**src/rtl/ram_async_if.sv**
```systemverilog
// ram_async_if
//   Bus bundle for the 16x8 register-file RAM: one shared address, write data,
//   write enable and combinational read data.
//   Ports (signals):
//     addr      address shared by read and write
//     data_in   write data
//     we        write enable, active-high
//     data_out  read data, mem[addr], combinational
//   Modports:
//     master  drives addr/data_in/we, observes data_out
//     slave   the RAM side
interface ram_async_if #(
  parameter int ADDR_WIDTH = 4,
  parameter int DATA_WIDTH = 8
);
  logic [ADDR_WIDTH-1:0] addr;
  logic [DATA_WIDTH-1:0] data_in;
  logic                  we;
  logic [DATA_WIDTH-1:0] data_out;

  modport master (
    output addr,
    output data_in,
    output we,
    input  data_out
  );

  modport slave (
    input  addr,
    input  data_in,
    input  we,
    output data_out
  );
endinterface

```
**src/rtl/ram_async.sv**
```systemverilog
// ram_async
//   16x8 register-file RAM with synchronous write and asynchronous read.
//   Storage is built from flops so a synchronous reset can clear every word.
//   Ports:
//     clk    clock, all state changes on the rising edge
//     rst_n  synchronous active-low reset, clears all entries, beats we
//     bus    ram_async_if slave: addr, data_in, we in; data_out out
//   Read data follows addr combinationally; a write to the address being read
//   shows up only after the edge that performs it (no write-through bypass).
module ram_async #(
  parameter int ADDR_WIDTH = 4,
  parameter int DATA_WIDTH = 8,
  parameter int DEPTH      = 2**ADDR_WIDTH
) (
  input  logic         clk,
  input  logic         rst_n,
  ram_async_if.slave   bus
);

  logic [DATA_WIDTH-1:0] mem [DEPTH];

  // Reset has priority over a write issued in the same cycle; that write is
  // simply lost and must be re-issued by the requester.
  always_ff @(posedge clk) begin
    if (!rst_n) begin
      for (int i = 0; i < DEPTH; i++) begin
        mem[i] <= '0;
      end
    end else if (bus.we) begin
      mem[bus.addr] <= bus.data_in;
    end
  end

  // DEPTH covers the whole address space, so no range check is needed.
  assign bus.data_out = mem[bus.addr];

endmodule

```
**src/flat_wrapper.sv**
```systemverilog
// flat-port wrapper written by rule: the top's interface ports become plain ports
module ram_async_flat 
#(
  parameter int ADDR_WIDTH = 4,
  parameter int DATA_WIDTH = 8,
  parameter int DEPTH      = 2**ADDR_WIDTH
)
  (clk, rst_n, bus_addr, bus_data_in, bus_we, bus_data_out);
  ram_async_if #(.ADDR_WIDTH(ADDR_WIDTH), .DATA_WIDTH(DATA_WIDTH)) bus_i ();
  input  logic clk;
  input  logic rst_n;
  input wire logic [$bits(bus_i.addr)-1:0] bus_addr;
  input wire logic [$bits(bus_i.data_in)-1:0] bus_data_in;
  input wire logic [$bits(bus_i.we)-1:0] bus_we;
  output wire logic [$bits(bus_i.data_out)-1:0] bus_data_out;
  assign bus_i.addr = bus_addr;
  assign bus_i.data_in = bus_data_in;
  assign bus_i.we = bus_we;
  assign bus_data_out = bus_i.data_out;
  ram_async #(.ADDR_WIDTH(ADDR_WIDTH), .DATA_WIDTH(DATA_WIDTH), .DEPTH(DEPTH)) u_core (.clk(clk), .rst_n(rst_n), .bus(bus_i));
endmodule
```
**config.mk**
```make
export PLATFORM = sky130hd
export DESIGN_NAME = ram_async_flat
export DESIGN_NICKNAME = d
export VERILOG_FILES = /design/src/rtl/ram_async_if.sv /design/src/rtl/ram_async.sv /design/src/flat_wrapper.sv
export SDC_FILE = /design/constraint.sdc
export NUM_CORES = 1
export LEC_CHECK = 0
export CAP_MARGIN = 20
export CORE_MARGIN = 10
export CORE_UTILIZATION = 45
export CTS_BUF_LIST = sky130_fd_sc_hd__clkbuf_2
export CTS_CLUSTER_SIZE = 25
export DETAILED_ROUTE_END_ITERATION = 16
export SLEW_MARGIN = 20
export SYNTH_ARGS = -nofsm -noshare
export SYNTH_HDL_FRONTEND = slang
export SYNTH_SLANG_ARGS = --single-unit
```
**constraint.sdc**
```tcl
create_clock -name clk -period 3.87 [get_ports clk]
set_input_delay 0.774 -clock clk [delete_from_list [all_inputs] [get_ports clk]]
set_output_delay 0.774 -clock clk [all_outputs]
set_load 0.03 [all_outputs]
```
# Yosys cells after proc, flatten, opt, wreduce, memory -nomap -nowiden
# Memories as Yosys holds them, arrays and structs flattened.
# Index checks and enable logic that the tools add are counted.
# word_totals
in_bits	15
reg_bits	0
output_inout_bits	8
mem_count	1
rom_bits	0
ramBits	128
latchBits	0
word_cells	9
# classes
eq_ne	0
n_lt_le_gt_ge	0
reduce_logical	1
addsub	0
div_mod_pow	0
mux	7
bitwise_logic	0
multipliers	0
shifts	0
# mem_list
memory	depth	width	rd	rd_ports_with_merged_regs	wr	line	text
u_core.mem	16	8	1	0	16	ram_async.sv:20	logic [DATA_WIDTH-1:0] mem [DEPTH];
# op_table
op	n
2-to-1 mux 8 bit	1
OR reduction 8 bit	1
2-to-1 mux 1 bit	5
2-to-1 mux 4 bit	1

# Logic depth before layout (Yosys ltp)
# depth
ltp_word	5
depth_mapped	5
mapped_depth_nobuf	3

# Least setup slack after synthesis
# OpenSTA, ideal clock, no wires.
# synth_timing
path_kind	input port to output port
start	input bus_addr[0]
end	output bus_data_out[1]
path_slack_ns	1.138
n_path_buf	1
t_arrival_ns	1.958
path_stages	4
required_time_ns	3.096
path_cell_list	buf_2 mux4_2 a22oi_1 nand2_1
# synth_via
elab_chain_len	1
# synth_lines
element	line	text
start: declaration	flat_wrapper.sv:12	input wire logic [$bits(bus_i.addr)-1:0] bus_addr;
memory (16 x 8 bit)	-	
end: declaration	flat_wrapper.sv:15	output wire logic [$bits(bus_i.data_out)-1:0] bus_data_out;
# No other way between the ends.

# Worst setup path in the final report
# layout_timing
start	input bus_addr[2]
end	output bus_data_out[5]
# Same word-level chain as after synthesis.

==> results.cfg <==
[power]
p_leak_uw = 0.002281
power_density_nw_per_um2 = 405.8
power.ir.vdd_worst_mv = 0.1264

[placed_design]
globalplace.congestion = 0.7679
buffer_ports.inserted = 22
place_hpwl_mm = 8.757

[cts]
cts-buffers-inserted = 17
clock_path_buffers = 2
cts.clk_slew.worst_paths_ps = 180
tritoncts = yes
post_cts_resized = 0
ctsRootBufferMaster = clkbuf_2
buffers_inserted_by_post_cts_timing_repair = 0
postCtsHoldBufs = 0
cts_htree_levels = 4
clock-sinks = 128

[floorplanning]
fp.dieArea_sq_um = 17990
placeableCoreArea_sq_um = 12670
initial_core_util_pct = 46.25
die_x_microns = 134.1
chipHeight_microns = 134.1
ioPinCount = 23
placement_rows = 41

[sta]
timing.final.crit_period_ps = 3494
final.hold.worst_slack_ps = 970.5
fmaxAchievable_mhz = 286.2
timing.final.hold_violations = 0
finalSetupTns_ps = 0
max_slew.worst_pin.slew_ps = 669.5
unrepaired_setup_endpoints_after_global_routing = false
setup-violations-final = 0
slew-limit-headroom_pct = 55.23
timing.final.crit_share_pct = 90.27
finalMaxSlewViolations = 0

[global_route]
use_met3_pct = 4.892
antenna_violations_before_repair = 1
number_of_global_route_vias_before_repair = 3305
global_route.usage.met1_pct = 20.47
global_route.overflow_total = 0
grt_most_used_layer = met2
globalRouteTotalUtil_pct = 15.32
global_route.usage.met2_pct = 23.73
grt_first_pass_wirelength_mm = 20.02
largest_net_degree_at_the_start_of_global_routing = 40

[finish]
largest_reg_flops = 128
final_layout_size_suffix_gt1_share_pct = 21.76
antenna_cells_inserted = 0
design.final.nets = 435
area.growth.synth_to_final_pct = 12.45
top_reg_by_flops = u_core.mem
top_regs = u_core.mem x128
nFillCells = 1073

[yosys]
synth_ff_type = edfxtp_1
synth.area.top_cells = edfxtp_1 (66%), and2_1 (14%), mux4_2 (12%), a22oi_1 (2.0%), o21ai_1 (1.0%)
ys_ff_latch = 128
synthArstFlopShare_pct = 0
commonest_cells_in_the_netlist = and2_1 (129), edfxtp_1 (128), mux4_2 (32), a22oi_1 (16), nor2_1 (13)
ys_types = 17
synth_cells = 376
synth_sequential_area_ratio_pct = 65.58
synth.top_cell.area_share_pct = 65.58
synth_top_area_cell = edfxtp_1
syn_area_per_cell_sq_um = 15.59
post-synth-top-count-cell = and2_1
cell_area_synth_sq_um = 5861
synth_enable_flop_cells = 128
yosysWarningCount = 0
postSynthNetCount = 391

[min_path]
tightest_hold_check_type = primary input to flip-flop

[routing]
ant_nets = 0
drt-pass1-iter-count = 4
route.detailed.wl_per_inst_microns = 21.80
vias_per_cell = 5.315
detailedRoute.firstIterationViolations = 339
via_count = 3210
drc = 0
detail_route.wirelength_mm = 13.17

[setup_path]
end_kind = output port
cp_data_required_time_ps = 3100
timing.critical_path.to = bus_data_out[5]
startpoint = bus_addr[2]
critPathLaunchType = primary input
worst-path-max-fanout = 8
crit_arrival_ps = 2720
criticalPathCategory = primary input to output port

[job]
cap_viol_max_count = 0

[status]
outcome = finished, final reports clean
placed cells by master (no fill, tap or decap):
cell             instances
edfxtp_1               128
nand2_1                  9
nand4bb_1                1
nor2_1                  13
and2_1                 129
clkinv_2                 6
nand2b_1                 6
clkdlybuf4s50_1         19
buf_12                   1
a22oi_1                 16
mux4_2                  32
buf_2                    2
nor2b_1                  2
o21ai_1                 12
clkbuf_2                19
bufinv_16                2
nor3_2                   4
nand4_1                  1
nand4b_1                 2
clkinvlp_4               4
buf_4                   24
power by group:
group          leakage [uW]  switching [uW]  total (uW)  internal, uW
sequential          0.00122            19.4        1620          1600
combinational      0.000930             169         290           121
clock              0.000131             476         765           289
per-layer routing:
| layer | routed length (microns) | vias up |
|---|---|---|
| met3 | 915 | 10 |
| met5 | 0 | - |
| li1 | - | 1497 |
| met1 | 5809 | 1617 |
| met2 | 6308 | 86 |
| met4 | 132 | 0 |
cell families after synthesis:
group | after synthesis | synth area share (%)
and+or+nand+nor | 167 | 17.31
DFF | 128 | 65.59
muxes | 32 | 12.30
AOI/OAI and AO/OA | 28 | 3.074
buffers and inverters | 21 | 1.729
critical path, cell delays in order:
cell and delay [ps]:
clkdlybuf4s50_1 510, nor2_1 450, a22oi_1 190, nand2_1 110, clkdlybuf4s50_1 680
final cells by class:
| cell class | count | area, sq um | area share, % |
|---|---|---|---|
| Tap cell | 172 | 215.2 | 3.266 |
| Sequential cell | 128 | 3844 | 58.33 |
| Timing Repair Buffer | 46 | 400.4 | 6.076 |
| Clock buffer | 19 | 95.09 | 1.443 |
| Clock inverter | 12 | 120.1 | 1.823 |
| Multi-Input combinational cell | 227 | 1916 | 29.07 |
through the flow:
step	cell area (sq um)	setup slack, ps	cells	util, %	power [uW]
6_report	6590	376.5	604	52.01	2674
5_1_grt	6590	209.4	604	52.01	2775
4_1_cts	6590	385.8	604	52.01	2689
3_5_place_dp	6375	390.5	573	50.31	1946
3_3_place_gp	6375	385.3	573	50.31	1942
2_1_floorplan	5861	1138	376	-	1813
worst min path at each step:
stage	from	end	slack, ps	cells after the start
2_1_floorplan	bus_data_in[7]	u_core.mem[0][7]	970	1
3_3_place_gp	bus_addr[0]	u_core.mem[12][0]	1660	5
5_1_grt	bus_addr[0]	u_core.mem[12][3]	920	5
4_1_cts	bus_addr[0]	u_core.mem[12][3]	930	5
6_report	bus_addr[0]	u_core.mem[12][1]	970	5
3_5_place_dp	bus_addr[0]	u_core.mem[12][5]	1660	5
Note: power is estimated with default switching activity, not from simulation.
